[src/rtl/ysyx_rnu.sv]
// Register-rename unit: alias table, ROB tag allocator and a one-entry output slot.
// Optional feature: define YSYX_RNU_BYPASS_EN to zero a looked-up tag that commits in the fire cycle.
`ifndef YSYX_REG_LEN
`define YSYX_REG_LEN 5
`endif
`ifndef YSYX_ROB_SIZE
`define YSYX_ROB_SIZE 8
`endif
`ifndef YSYX_XLEN
`define YSYX_XLEN 32
`endif

module ysyx_rnu #(
    parameter int RLEN     = `YSYX_REG_LEN,
    parameter int ROB_SIZE = `YSYX_ROB_SIZE,
    parameter int XLEN     = `YSYX_XLEN,
    localparam int TW      = $clog2(ROB_SIZE) + 1
) (
    input  logic            clock,
    input  logic            reset,
    // decode side: in_valid/in_ready handshake, transfer when both are high
    input  logic            in_valid,
    input  logic [RLEN-1:0] in_rd,
    input  logic [RLEN-1:0] in_rs1,
    input  logic [RLEN-1:0] in_rs2,
    input  logic            in_wen,
    input  logic [XLEN-1:0] in_pc,
    input  logic [31:0]     in_inst,
    output logic            in_ready,
    // issue side: payload held stable while out_valid && !out_ready
    output logic            out_valid,
    output logic [TW-1:0]   out_qj,
    output logic [TW-1:0]   out_qk,
    output logic [TW-1:0]   out_dest,
    output logic [RLEN-1:0] out_rd,
    output logic            out_wen,
    output logic [XLEN-1:0] out_pc,
    output logic [31:0]     out_inst,
    input  logic            out_ready,
    input  logic            cmt_valid,
    input  logic [RLEN-1:0] cmt_rd,
    input  logic [TW-1:0]   cmt_dest,
    input  logic            flush
);

    localparam int NREG = 1 << RLEN;
    localparam logic [TW-1:0] ROB_MAX = TW'(ROB_SIZE);
    localparam logic [TW-1:0] ONE     = TW'(1);

    typedef enum logic {SLOT_EMPTY, SLOT_FULL} slot_e;

    typedef struct packed {
        logic [TW-1:0]   qj;
        logic [TW-1:0]   qk;
        logic [TW-1:0]   dest;
        logic [RLEN-1:0] rd;
        logic            wen;
        logic [XLEN-1:0] pc;
        logic [31:0]     inst;
    } payload_t;

    slot_e           slot_q, slot_d;
    payload_t        pay_q, pay_d;
    logic [NREG-1:0] busy_q, busy_d;
    logic [TW-1:0]   tag_q [NREG];
    logic [TW-1:0]   tag_d [NREG];
    logic [TW-1:0]   alloc_q, alloc_d;
    logic [TW-1:0]   cnt_q, cnt_d;

    logic            fire;
    logic            cmt_ok;
    logic [TW-1:0]   qj_raw, qk_raw, qj_d, qk_d;

    assign in_ready = !flush && (cnt_q < ROB_MAX) && (slot_q == SLOT_EMPTY || out_ready);
    assign fire     = in_valid && in_ready;
    assign cmt_ok   = cmt_valid && (cnt_q != '0);

    // x0 is never renamed, so its lookup is forced to "ready"
    always_comb begin
        qj_raw = '0;
        qk_raw = '0;
        if (in_rs1 != '0 && busy_q[in_rs1]) qj_raw = tag_q[in_rs1];
        if (in_rs2 != '0 && busy_q[in_rs2]) qk_raw = tag_q[in_rs2];
`ifdef YSYX_RNU_BYPASS_EN
        qj_d = (cmt_valid && qj_raw == cmt_dest) ? '0 : qj_raw;
        qk_d = (cmt_valid && qk_raw == cmt_dest) ? '0 : qk_raw;
`else
        qj_d = qj_raw;
        qk_d = qk_raw;
`endif
    end

    // rename state; the rename write is applied after the commit clear so it wins
    always_comb begin
        busy_d  = busy_q;
        tag_d   = tag_q;
        alloc_d = alloc_q;
        cnt_d   = cnt_q;
        if (flush) begin
            busy_d  = '0;
            alloc_d = ONE;
            cnt_d   = '0;
        end else begin
            if (cmt_valid && cmt_rd != '0 && tag_q[cmt_rd] == cmt_dest) begin
                busy_d[cmt_rd] = 1'b0;
            end
            if (fire && in_wen && in_rd != '0) begin
                busy_d[in_rd] = 1'b1;
                tag_d[in_rd]  = alloc_q;
            end
            if (fire) begin
                alloc_d = (alloc_q == ROB_MAX) ? ONE : alloc_q + ONE;
            end
            case ({fire, cmt_ok})
                2'b10:   cnt_d = cnt_q + ONE;
                2'b01:   cnt_d = cnt_q - ONE;
                default: cnt_d = cnt_q;
            endcase
        end
    end

    always_comb begin
        slot_d = slot_q;
        pay_d  = pay_q;
        case (slot_q)
            SLOT_EMPTY: if (fire) slot_d = SLOT_FULL;
            SLOT_FULL:  if (out_ready && !fire) slot_d = SLOT_EMPTY;
            default:    slot_d = SLOT_EMPTY;
        endcase
        if (fire) begin
            pay_d.qj   = qj_d;
            pay_d.qk   = qk_d;
            pay_d.dest = alloc_q;
            pay_d.rd   = in_rd;
            pay_d.wen  = in_wen;
            pay_d.pc   = in_pc;
            pay_d.inst = in_inst;
        end
        if (flush) slot_d = SLOT_EMPTY;
    end

    always_ff @(posedge clock) begin
        if (reset) begin
            slot_q  <= SLOT_EMPTY;
            pay_q   <= '0;
            busy_q  <= '0;
            alloc_q <= ONE;
            cnt_q   <= '0;
            for (int i = 0; i < NREG; i++) tag_q[i] <= '0;
        end else begin
            slot_q  <= slot_d;
            pay_q   <= pay_d;
            busy_q  <= busy_d;
            alloc_q <= alloc_d;
            cnt_q   <= cnt_d;
            for (int i = 0; i < NREG; i++) tag_q[i] <= tag_d[i];
        end
    end

    assign out_valid = (slot_q == SLOT_FULL);
    assign out_qj    = pay_q.qj;
    assign out_qk    = pay_q.qk;
    assign out_dest  = pay_q.dest;
    assign out_rd    = pay_q.rd;
    assign out_wen   = pay_q.wen;
    assign out_pc    = pay_q.pc;
    assign out_inst  = pay_q.inst;

endmodule

[config.mk]
export PLATFORM = sky130hd
export DESIGN_NAME = ysyx_rnu
export DESIGN_NICKNAME = d
export VERILOG_FILES = /design/src/rtl/ysyx_rnu.sv
export SDC_FILE = /design/constraint.sdc
export NUM_CORES = 1
export LEC_CHECK = 0
export ABC_AREA = 0
export BUFFER_PORTS_ARGS = -buffer_cell sky130_fd_sc_hd__buf_2
export CAP_MARGIN = 10
export CELL_PAD_IN_SITES_DETAIL_PLACEMENT = 1
export CELL_PAD_IN_SITES_GLOBAL_PLACEMENT = 2
export CORE_MARGIN = 3
export CORE_UTILIZATION = 36
export DETAILED_ROUTE_END_ITERATION = 7
export PLACE_DENSITY = 0.87
export SETUP_SLACK_MARGIN = 0.05
export SLEW_MARGIN = 10
export SYNTH_ARGS = -nofsm -noshare
export SYNTH_HDL_FRONTEND = slang
export SYNTH_SLANG_ARGS = --single-unit
[constraint.sdc]
create_clock -name clock -period 3.67 [get_ports clock]
set_input_delay 0.734 -clock clock [delete_from_list [all_inputs] [get_ports clock]]
set_output_delay 0.734 -clock clock [all_outputs]
set_load 0.02 [all_outputs]
Yosys cells after proc, flatten, opt, wreduce, memory -nomap -nowiden
Index checks and enable logic that the tools add are counted.
{"block": "op_classes", "eq_ne": 4, "multipliers": 0, "n_bitwise": 9, "n_addsub": 3, "magnitude_cmp": 12, "muxes": 30, "shifts": 0, "reduce_logical": 25, "n_div": 0}
{"op": "$bwmux W128", "n": 1}
{"op": "$mux W32", "n": 3}
{"op": "$bmux W4 S5", "n": 3}
{"op": "$mux W4", "n": 10}
{"op": "$and A32 B32 Y32", "n": 1}
{"op": "$not A32 Y32", "n": 1}
{"op": "$or A32 B32 Y32", "n": 1}
{"op": "$ge A6 B6 Y1 const B", "n": 4}
{"op": "$lt A5 B6 Y1 const B", "n": 4}
{"op": "$not A5 Y6", "n": 4}
{"op": "$demux W4 S5", "n": 1}
{"op": "$reduce_bool A5 Y1", "n": 4}
{"op": "$logic_and A1 B1 Y1", "n": 14}
{"op": "$bmux W1 S5", "n": 2}
{"op": "$demux W1 S5", "n": 2}
{"op": "$ge A5 B1 Y1 const B", "n": 2}
{"op": "$add A4 B1 Y4 const B", "n": 2}
{"op": "$pmux W4 S2", "n": 1}
{"op": "$lt A6 B1 Y1 const B", "n": 1}
{"op": "$mux W1", "n": 6}
{"op": "$eq A4 B4 Y1", "n": 1}
{"op": "$eq A4 B4 Y1 const B", "n": 1}
{"op": "$lt A4 B4 Y1 const B", "n": 1}
{"op": "$reduce_bool A4 Y1", "n": 1}
{"op": "10 further kinds", "n": 12}
{"block": "totals", "memories": 0, "ram_bits": 0, "mem_bits_ro": 0, "ff_bits": 251, "latch_bits": 0}

Logic depth before layout (Yosys ltp)
Gate-level depths: netlist (run 1).
{"block": "logic_depth", "depth_word": 10, "mapped_depth": 13, "ltp_nobuf": 11}

Worst setup path before layout (run 1)
OpenSTA, ideal clock, no wires.
{"block": "synth_timing", "path_type": "input to register", "startpoint": "input port out_ready", "endpoint": "register cnt_q[3]", "path_stages": 13, "path_buffers": 2, "t_arrival_ns": 3.264, "slack_ns": 0.336, "cell_sequence": "nor2b_1 > nor3_1 > and2_1 > inv_1 > clkbuf_1 > clkbuf_1 > ha_1 > ha_1 > a21o_1 > a21oi_1 > xnor2_1 > or3_1 > a21oi_1"}
{"block": "synth_via", "elab_chain_len": 5, "word_cells_on_any_way": 7, "cone_classes": "2 x eq/ne; 1 x mux; 4 x reduce/logical"}
{"element": "start, declared", "line_no": "39", "source": "input logic out_ready,"}
{"element": "$logic_or A1 B1 Y1 (*)", "line_no": "74", "source": "assign in_ready = !flush && (cnt_q < ROB_MAX) && (slot_q == SLOT_EMPTY || out_ready);"}
{"element": "$logic_and A1 B1 Y1 (*)", "line_no": "74"}
{"element": "via in_ready", "line_no": "29", "source": "output logic in_ready,"}
{"element": "$logic_and A1 B1 Y1 (*)", "line_no": "75", "source": "assign fire = in_valid && in_ready;"}
{"element": "$eq A2 B1 Y1 / $eq A2 B2 Y1 (equally long branches)", "line_no": "114", "source": "case ({fire, cmt_ok})"}
{"element": "$pmux W4 S2 / $reduce_bool A2 Y1 (equally long branches)"}
{"element": "end signal, assigned", "line_no": "155", "source": "cnt_q <= cnt_d;"}
{"element": "end, declared", "line_no": "68", "source": "logic [TW-1:0] cnt_q, cnt_d;"}
The timed path passes the listed nets; every way through them passes the cells marked *.
A chain may end at the register's enable or synchronous reset.

Worst setup path in the final report (run 1)
{"block": "layout_timing", "startpoint": "input port cmt_rd[1]", "endpoint": "register busy_q[31]"}
{"block": "layout_via", "elab_chain_len": 10, "word_cells_on_any_way": 19, "cone_classes": "2 x order compare; 1 x eq/ne; 8 x mux; 4 x bitwise; 4 x reduce/logical"}
{"element": "start, declared", "line_no": "41", "source": "input logic [RLEN-1:0] cmt_rd,"}
{"element": "$lt A5 B6 Y1 (implied by the code), or another cell as far along", "line_no": "105", "source": "busy_d[cmt_rd] = 1'b0;"}
{"element": "$logic_and A1 B1 Y1 (implied by the code) / $bmux W4 S5 (equally long branches)", "line_no": "105, 104"}
{"element": "$mux W1 (implied by the code) / $mux W4 (equally long branches)", "line_no": "105, 104"}
{"element": "$demux W1 S5 / $mux W4 (equally long branches)", "line_no": "105, 104"}
{"element": "$not A32 Y32 (no source line) / $eq A4 B4 Y1 (equally long branches)"}
{"element": "$and A32 B32 Y32 (no source line) / $logic_and A1 B1 Y1 (equally long branches)"}
{"element": "$mux W32 (*)", "line_no": "104", "source": "if (cmt_valid && cmt_rd != '0 && tag_q[cmt_rd] == cmt_dest) begin"}
{"element": "$mux W32 (*)", "line_no": "99", "source": "if (flush) begin"}
{"element": "$or A32 B32 Y32 (no source line)"}
{"element": "$mux W32 (*)", "line_no": "107", "source": "if (fire && in_wen && in_rd != '0) begin"}
{"element": "end signal, assigned", "line_no": "153", "source": "busy_q <= busy_d;"}
{"element": "end, declared", "line_no": "64", "source": "logic [NREG-1:0] busy_q, busy_d;"}
Every way passes the cells marked *; elsewhere a longest branch is shown, timed or not. The select of a mux whose other input is x is not followed.

==> impl_results.html, run 1 <==
<table>
<tr><th>Metric</th><th>Value</th></tr>
<tr><th colspan="2">STA</th></tr>
<tr><td>Unrepaired setup endpoints after global routing</td><td>false</td></tr>
<tr><td>Worst Hold Slack</td><td>between 400 and 500 ps</td></tr>
<tr><td>Final clock period utilization by the worst path</td><td>0.849</td></tr>
<tr><td>Max Fclk</td><td>0.321 GHz</td></tr>
<tr><td>Setup Viol. Count Final</td><td>0</td></tr>
<tr><td>Max-slew violation count</td><td>0</td></tr>
<tr><td>Final Hold Fails</td><td>0</td></tr>
<tr><td>Normalized max-slew margin</td><td>0.384</td></tr>
<tr><td>Post-layout worst setup margin</td><td>556 ps</td></tr>
<tr><td>Transition time at the pin with the least slew margin</td><td>922 ps</td></tr>
<tr><td>Sum of negative setup slack</td><td>0 ps</td></tr>
<tr><td>Final period demand of the worst path</td><td>3110 ps</td></tr>
<tr><td>Worst clock skew on the final layout</td><td>a little under 20 ps</td></tr>
<tr><th colspan="2">Layout</th></tr>
<tr><td>Layout Cells excl Fill</td><td>1986</td></tr>
<tr><td>Area overhead of the layout relative to synthesis</td><td>18.5%</td></tr>
<tr><td>Layout cell share with drive strength beyond 1</td><td>0.274</td></tr>
<tr><td>Post-layout instance area</td><td>~0.015 mm²</td></tr>
<tr><td>Nets@finish</td><td>1601</td></tr>
<tr><td>Fraction of the core area covered by cells at the end of the flow</td><td>0.433</td></tr>
<tr><th colspan="2">Critical path</th></tr>
<tr><td>Startpoint-to-endpoint class of the critical path</td><td>in2reg</td></tr>
<tr><td>Worst setup EP type</td><td>register</td></tr>
<tr><td>Largest driver fanout on the critical path</td><td>31</td></tr>
<tr><td>Crit start category</td><td>input pin</td></tr>
<tr><td>Crit path arrival time</td><td>roughly 3500 ps</td></tr>
<tr><td>Crit path required time</td><td>4090 ps</td></tr>
<tr><th colspan="2">Pwr</th></tr>
<tr><td>Worst supply voltage drop on vdd</td><td>0.357 mV</td></tr>
<tr><td>Lkg Pwr</td><td>5.68 nW</td></tr>
<tr><td>Overall power</td><td>6.44 mW</td></tr>
<tr><td>Power per Cell Area</td><td>approximately 420 mW/mm²</td></tr>
<tr><th colspan="2">Synth</th></tr>
<tr><td>FFs w/ async S/R, synth</td><td>0</td></tr>
<tr><td>Number of enable flip-flop cells after synthesis</td><td>0</td></tr>
<tr><td>Leading post-synthesis cells by cell area</td><td>dfxtp_1, mux4_2, mux2i_1</td></tr>
<tr><td>Synthesized instance count</td><td>1369</td></tr>
<tr><td>Net count of the mapped netlist</td><td>1470</td></tr>
<tr><td>Fraction of synthesized cell area taken by the top area cell type</td><td>0.384</td></tr>
<tr><td>Number of flip-flops and latches in the synthesized netlist</td><td>250</td></tr>
<tr><td>Portion of the post-synthesis area used by sequential elements</td><td>0.384</td></tr>
<tr><td>Leading cell type by number of instances after synthesis</td><td>dfxtp_1</td></tr>
<tr><td>Warnings, synthesis</td><td>0</td></tr>
<tr><td>Top FF cell, synth</td><td>dfxtp_1</td></tr>
<tr><td>Commonest cells in the synthesized netlist</td><td>dfxtp_1, nand2_1, mux2i_1</td></tr>
<tr><td>Combined area of all synthesized cells</td><td>0.0130 mm²</td></tr>
<tr><td>Synth unique cells</td><td>53</td></tr>
<tr><td>Yosys top cell by area</td><td>dfxtp_1</td></tr>
<tr><td>Post-synthesis average cell area</td><td>approximately 9.5 µm²</td></tr>
<tr><th colspan="2">Clocking</th></tr>
<tr><td>TritonCTS clock tree</td><td>yes</td></tr>
<tr><td>CTS Sinks</td><td>250</td></tr>
<tr><td>Clock transition at the registers of the reported paths</td><td>approximately 60 ps</td></tr>
<tr><td>Clock buffer count from CTS</td><td>30</td></tr>
<tr><td>Buffers inserted during post-CTS setup optimization</td><td>0</td></tr>
<tr><td>Clock insertion delay at the later pin of the skew report</td><td>580 ps</td></tr>
<tr><td>Maximum root-to-sink buffer count</td><td>3</td></tr>
<tr><td>Hold Buf Count CTS</td><td>0</td></tr>
<tr><td>Maximum level of the CTS H-tree</td><td>1</td></tr>
<tr><td>Master cell of the clock root buffer</td><td>clkbuf_16</td></tr>
<tr><td>CTS resizes</td><td>0</td></tr>
<tr><th colspan="2">Placed design</th></tr>
<tr><td>Total half-perimeter wirelength after legalization and detailed placement</td><td>between 30000 and 40000 µm</td></tr>
<tr><td>Post-placement setup slack</td><td>around 12 ps</td></tr>
<tr><td>Post-DP Area</td><td>0.0144 mm²</td></tr>
<tr><td>Routability congestion estimate from global placement</td><td>just under 1</td></tr>
<tr><td>Number of port buffers</td><td>between 150 and 200</td></tr>
<tr><td>Total placed cells including tap cells</td><td>1929</td></tr>
<tr><th colspan="2">Global routing</th></tr>
<tr><td>Largest net degree at the start of global routing</td><td>97</td></tr>
<tr><td>Total track usage</td><td>0.253</td></tr>
<tr><td>Via count of the first global-routing pass</td><td>12000</td></tr>
<tr><td>Total congestion overflow</td><td>0</td></tr>
<tr><td>Wire length of the first global-routing pass</td><td>~75000 µm</td></tr>
<tr><td>Antenna violations before repair</td><td>2</td></tr>
<tr><th colspan="2">Die</th></tr>
<tr><td>Overall die area</td><td>0.0385 mm²</td></tr>
<tr><td>Die span in x</td><td>196 µm</td></tr>
<tr><td>Core area</td><td>0.0357 mm²</td></tr>
<tr><td>Die Ht</td><td>196 µm</td></tr>
<tr><td>Number of rows in the core area</td><td>69</td></tr>
<tr><td>Initial core utilization</td><td>0.366</td></tr>
<tr><td>I/O pins</td><td>179</td></tr>
<tr><th colspan="2">Routing</th></tr>
<tr><td>Post-route antenna net violation count</td><td>0</td></tr>
<tr><td>Detailed-routing iteration count for the pre-antenna-repair pass</td><td>5</td></tr>
<tr><td>Average routed wire per standard cell</td><td>25.2 µm</td></tr>
<tr><td>Final wirelength</td><td>50000 µm</td></tr>
<tr><td>Total via count after detailed routing</td><td>11700</td></tr>
<tr><td>Drt initial violations</td><td>891</td></tr>
<tr><td>Residual DRC</td><td>0</td></tr>
<tr><td>Routed vias/inst</td><td>slightly below 6</td></tr>
<tr><th colspan="2">Run status</th></tr>
<tr><td>Status</td><td>finished, final reports clean</td></tr>
<tr><th colspan="2">Run</th></tr>
<tr><td>Reported max-cap violation count</td><td>0</td></tr>
<tr><th colspan="2">Worst hold path</th></tr>
<tr><td>Type of the tightest min-delay check</td><td>in2reg</td></tr>
</table>
[critical path: stages]
cell and delay, ps:
buf_4 250, buf_4 300, mux2i_1 300, o22ai_2 110, nor4_1 400, a21oi_1 120
or4_4 570, nor4_4 330, buf_12 260, a31oi_1 110
[area by class of cell]
class                      instances  area [µm²]
inverter                           7        26.3
antenna                            1        2.50
clock inverter                    20         206
fill                            4070       20200
sequential                       250        5000
tap                              461         577
timing repair buffer             225        1330
clock buffer                      36         823
multi-input combinational        986        7470
[flip-flops by register name (all words and copies together), names as in the netlist]
register	count
busy_q	31
out_dest	4
out_pc	32
alloc_q	4
cnt_q	4
out_valid	1
tag_q	128
out_inst	32
out_qj	4
out_rd	5
out_wen	1
out_qk	4
[routing by layer]
layer | GRT usage | part of all wire | vias up
met4 | 0.0959 | 0.044 | 2
met1 | 0.331 | 0.41 | 5838
met5 | 0 | 0.00034 | -
met3 | 0.0574 | 0.080 | 126
li1 | - | - | 5201
met2 | 0.410 | 0.47 | 559
[cells in the final DEF (no fill, tap or decap), types with 6 or more instances in the layout]
master	Yosys	layout
nand3_1	6	6
a21oi_1	129	129
mux2i_1	155	155
dfxtp_1	250	250
nand2b_1	6	6
buf_12	0	6
nor2_1	141	140
inv_1	7	6
mux4_2	98	98
clkbuf_16	0	30
nor3_1	24	24
a31oi_1	12	12
buf_2	9	176
nand2_1	204	204
buf_4	1	42
clkinv_2	0	9
o22ai_1	31	31
nor2b_1	9	9
nor4_1	8	8
o21ai_0	78	78
a21oi_2	15	15
[power by group]
part	leakage [nW]	total, mW	internal, mW	switching [mW]
logic	3.15	0.575	0.200	0.374
clock network	0.501	3.09	1.82	1.27
registers	2.02	2.78	2.75	0.0263
[path summary, 6_finish.rpt]
kind | from | cells after the start | slack (ps) | endpoint
hold reg to reg | out_inst[25]$_SDFFE_PP0P_ | 2 | 450 | out_inst[25]$_SDFFE_PP0P_
hold / removal | in_pc[25] | 3 | 400 | out_pc[25]$_SDFFE_PP0P_
setup / recovery | cmt_rd[1] | 10 | 560 | busy_q[31]$_SDFF_PP0_
setup reg to reg | tag_q[10]$_SDFFE_PP0P_ | 8 | 810 | busy_q[31]$_SDFF_PP0_
[kinds of logic (layout without fill, tap and decap cells)]
logic type                 after synthesis  count (layout)  synth area share
and+or+nand+nor                        437             437             0.149
AOI/OAI and AO/OA                      281             281             0.122
xor gates and xnor gates                 5               5           0.00336
muxes                                  257             257             0.292
other                                    0               1                 0
adders and majority gates                6               6           0.00634
buffers and inverters                  133             288            0.0429
DFF                                    250             250             0.384
(Power assumes the default switching activity.)
==> run 2: changes to the inputs <==
Clock period 3.67 ns to 3 ns, I/O delays scaled along.
==> impl_results.html, run 2 (synthesis gave the netlist of run 1 again) <==
<table>
<tr><th>Metric</th><th>Value</th></tr>
<tr><th colspan="2">Clocking</th></tr>
<tr><td>CTS Sinks</td><td>250 (unchanged)</td></tr>
<tr><td>Buffers inserted during post-CTS setup optimization</td><td>0 (unchanged)</td></tr>
<tr><td>Clock transition at the registers of the reported paths</td><td>60 ps (about the same)</td></tr>
<tr><td>Master cell of the clock root buffer</td><td>clkbuf_16</td></tr>
<tr><td>TritonCTS clock tree</td><td>yes</td></tr>
<tr><td>Maximum root-to-sink buffer count</td><td>3 (unchanged)</td></tr>
<tr><td>Hold Buf Count CTS</td><td>0 (unchanged)</td></tr>
<tr><td>CTS resizes</td><td>0 (unchanged)</td></tr>
<tr><td>Clock insertion delay at the later pin of the skew report</td><td>580 ps (about the same)</td></tr>
<tr><td>Maximum level of the CTS H-tree</td><td>1 (unchanged)</td></tr>
<tr><td>Clock buffer count from CTS</td><td>29 (-3.3%)</td></tr>
<tr><th colspan="2">Pwr</th></tr>
<tr><td>Register share of total power</td><td>0.439 (+0.007)</td></tr>
<tr><td>Worst supply voltage drop on vdd</td><td>0.422 mV (+18%)</td></tr>
<tr><td>Lkg Pwr</td><td>5.88 nW (+3.7%)</td></tr>
<tr><td>Switching power total</td><td>1.96 mW (+17%)</td></tr>
<tr><td>Power Internal</td><td>5.78 mW (+21%)</td></tr>
<tr><td>Switch share</td><td>0.253 (-0.00577)</td></tr>
<tr><td>Clock network fraction of total power</td><td>0.467 (-0.012)</td></tr>
<tr><td>Power per Cell Area</td><td>490 mW/mm² (+18%)</td></tr>
<tr><td>Proportion of power drawn by combinational gates</td><td>0.093 (+0.004)</td></tr>
<tr><th colspan="2">Routing</th></tr>
<tr><td>Routed vias/inst</td><td>5.74 (-2.7%)</td></tr>
<tr><td>Residual DRC</td><td>0 (unchanged)</td></tr>
<tr><td>Detailed-routing iteration count for the pre-antenna-repair pass</td><td>8 (+3)</td></tr>
<tr><td>Post-route antenna net violation count</td><td>0 (unchanged)</td></tr>
<tr><td>Final wirelength</td><td>48600 µm (-2.7%)</td></tr>
<tr><td>Average routed wire per standard cell</td><td>23.9 µm (-4.9%)</td></tr>
<tr><td>Total via count after detailed routing</td><td>11700 (-0.55%)</td></tr>
<tr><td>Drt initial violations</td><td>866 (-2.8%)</td></tr>
<tr><th colspan="2">STA</th></tr>
<tr><td>Post-layout worst setup margin</td><td>334 ps (-222 ps)</td></tr>
<tr><td>Unrepaired setup endpoints after global routing</td><td>false</td></tr>
<tr><td>Worst Hold Slack</td><td>254 ps (-146 ps)</td></tr>
<tr><td>Max Fclk</td><td>0.375 GHz</td></tr>
<tr><td>Worst clock skew on the final layout</td><td>22.9 ps (+3.70 ps)</td></tr>
<tr><td>Max-slew violation count</td><td>0 (unchanged)</td></tr>
<tr><td>Final Hold Fails</td><td>0 (unchanged)</td></tr>
<tr><td>Final period demand of the worst path</td><td>2670 ps</td></tr>
<tr><td>Setup Viol. Count Final</td><td>0 (unchanged)</td></tr>
<tr><td>Sum of negative setup slack</td><td>0 ps (unchanged)</td></tr>
<tr><td>Transition time at the pin with the least slew margin</td><td>951 ps (+28.9 ps)</td></tr>
<tr><td>Normalized max-slew margin</td><td>0.365 (-0.0193)</td></tr>
<tr><td>Final clock period utilization by the worst path</td><td>0.889</td></tr>
<tr><th colspan="2">Run</th></tr>
<tr><td>Reported max-cap violation count</td><td>0 (unchanged)</td></tr>
<tr><th colspan="2">Global routing</th></tr>
<tr><td>Global routing met2 resource utilization</td><td>0.399 (-0.0103)</td></tr>
<tr><td>Total track usage</td><td>0.247 (-0.00624)</td></tr>
<tr><td>Wire length of the first global-routing pass</td><td>73600 µm (-2.4%)</td></tr>
<tr><td>Total congestion overflow</td><td>0 (unchanged)</td></tr>
<tr><td>Largest net degree at the start of global routing</td><td>151 (+56%)</td></tr>
<tr><td>Via count of the first global-routing pass</td><td>11800 (-1.6%)</td></tr>
<tr><td>Antenna violations before repair</td><td>1 (-1)</td></tr>
<tr><td>Met3 demand-to-capacity share in global routing</td><td>0.0570 (-0.000343)</td></tr>
<tr><td>Most congested layer reported by global routing</td><td>met2</td></tr>
<tr><td>Met1 routing resource usage after global routing</td><td>0.323 (-0.00851)</td></tr>
<tr><th colspan="2">Layout</th></tr>
<tr><td>Layout Cells excl Fill</td><td>2031 (+2.3%)</td></tr>
<tr><td>Nets@finish</td><td>1648 (+2.9%)</td></tr>
<tr><td>Fraction of the core area covered by cells at the end of the flow</td><td>0.443 (+0.00975)</td></tr>
<tr><td>Filler cells</td><td>4074 (+0.098%)</td></tr>
<tr><td>Max FFs per register</td><td>128 (unchanged)</td></tr>
<tr><td>Area overhead of the layout relative to synthesis</td><td>21.1%</td></tr>
<tr><td>Leading cell type in the layout, fill and taps excluded</td><td>dfxtp_1</td></tr>
<tr><td>Top library cells by usage in the layout, fill and taps aside</td><td>dfxtp_1, nand2_1, buf_2</td></tr>
<tr><td>Largest register by flop count</td><td>tag_q</td></tr>
<tr><td>Layout cell share with drive strength beyond 1</td><td>0.290 (+0.0159)</td></tr>
<tr><th colspan="2">Die</th></tr>
<tr><td>I/O pins</td><td>179 (unchanged)</td></tr>
<tr><td>Core area</td><td>0.0357 mm² (unchanged)</td></tr>
<tr><td>Initial core utilization</td><td>0.366 (unchanged)</td></tr>
<tr><td>Overall die area</td><td>0.0385 mm² (unchanged)</td></tr>
<tr><td>Die span in x</td><td>196 µm (unchanged)</td></tr>
<tr><td>Die Ht</td><td>196 µm (unchanged)</td></tr>
<tr><td>Number of rows in the core area</td><td>69 (unchanged)</td></tr>
<tr><th colspan="2">Run status</th></tr>
<tr><td>Status</td><td>finished, final reports clean</td></tr>
<tr><th colspan="2">Placed design</th></tr>
<tr><td>Total placed cells including tap cells</td><td>1977 (+2.5%)</td></tr>
<tr><td>Number of port buffers</td><td>178 (unchanged)</td></tr>
<tr><td>Routability congestion estimate from global placement</td><td>0.968 (+0.67%)</td></tr>
<tr><td>Total half-perimeter wirelength after legalization and detailed placement</td><td>36100 µm (-2.3%)</td></tr>
<tr><td>Post-placement setup slack</td><td>-213 ps (-225 ps)</td></tr>
<tr><th colspan="2">Critical path</th></tr>
<tr><td>Startpoint-to-endpoint class of the critical path</td><td>in2reg</td></tr>
<tr><td>Worst setup EP type</td><td>register</td></tr>
<tr><td>Crit path arrival time</td><td>3100 ps (-430 ps)</td></tr>
<tr><td>Crit start category</td><td>input pin</td></tr>
<tr><td>Crit path required time</td><td>3430 ps (-660 ps)</td></tr>
<tr><td>Largest driver fanout on the critical path</td><td>31 (unchanged)</td></tr>
<tr><th colspan="2">Worst hold path</th></tr>
<tr><td>Type of the tightest min-delay check</td><td>in2reg</td></tr>
</table>
run 2: power groups by stage:
stage / logic, mW / clock network, mW / registers [mW]
2_1_floorplan: 0.388 / 0 / 3.52
3_3_place_gp: 0.711 / 0 / 3.47
3_5_place_dp: 0.721 / 0 / 3.47
4_1_cts: 0.725 / 3.70 / 3.40
5_1_grt: 0.778 / 3.83 / 3.41
6_report: 0.721 / 3.62 / 3.40
run 2: cell type report:
class | count | area [µm²] | area share
Multi-Input combinational cell | 986 | 7480 | 0.474
Sequential cell | 250 | 5000 | 0.317
Timing Repair Buffer | 273 | 1740 | 0.110
Clock buffer | 42 | 815 | 0.0516
Tap cell | 461 | 577 | 0.0365
Clock inverter | 10 | 145 | 0.00919
Inverter | 7 | 26.3 | 0.00166
Antenna cell | 2 | 5.00 | 0.000317
run 2: stage by stage:
stage | power (mW) | instance area [µm²]
5_1_grt | 8.02 | 15800
6_report | 7.74 | 15800
3_3_place_gp | 4.18 | 14800
2_1_floorplan | 3.91 | 13000
3_5_place_dp | 4.19 | 14800
4_1_cts | 7.82 | 15800
run 2: final timing paths:
check | depth (start not counted) | slack [ps] | to | from
setup / recovery | 10 | 330 | busy_q[31]$_SDFF_PP0_ | cmt_rd[1]
hold / removal | 3 | 250 | out_inst[31]$_SDFFE_PP0P_ | in_inst[31]
setup reg to reg | 8 | 380 | busy_q[31]$_SDFF_PP0_ | tag_q[42]$_SDFFE_PP0P_
hold reg to reg | 2 | 450 | out_pc[19]$_SDFFE_PP0P_ | out_pc[19]$_SDFFE_PP0P_
run 2: critical path: stages:
cell and delay (ps):
buf_4 180, buf_4 220, mux2i_1 300, o22ai_1 110, nor4_1 350, a21oi_1 130
or4_4 560, nor4_4 220, buf_12 260, a31oi_1 130
run 2: routing by layer:
metal  vias to the layer above  share of wire
met2                       480           0.47
met5                         -              0
met1                      5787           0.41
met3                        92          0.084
met4                         0          0.040
li1                       5303              -
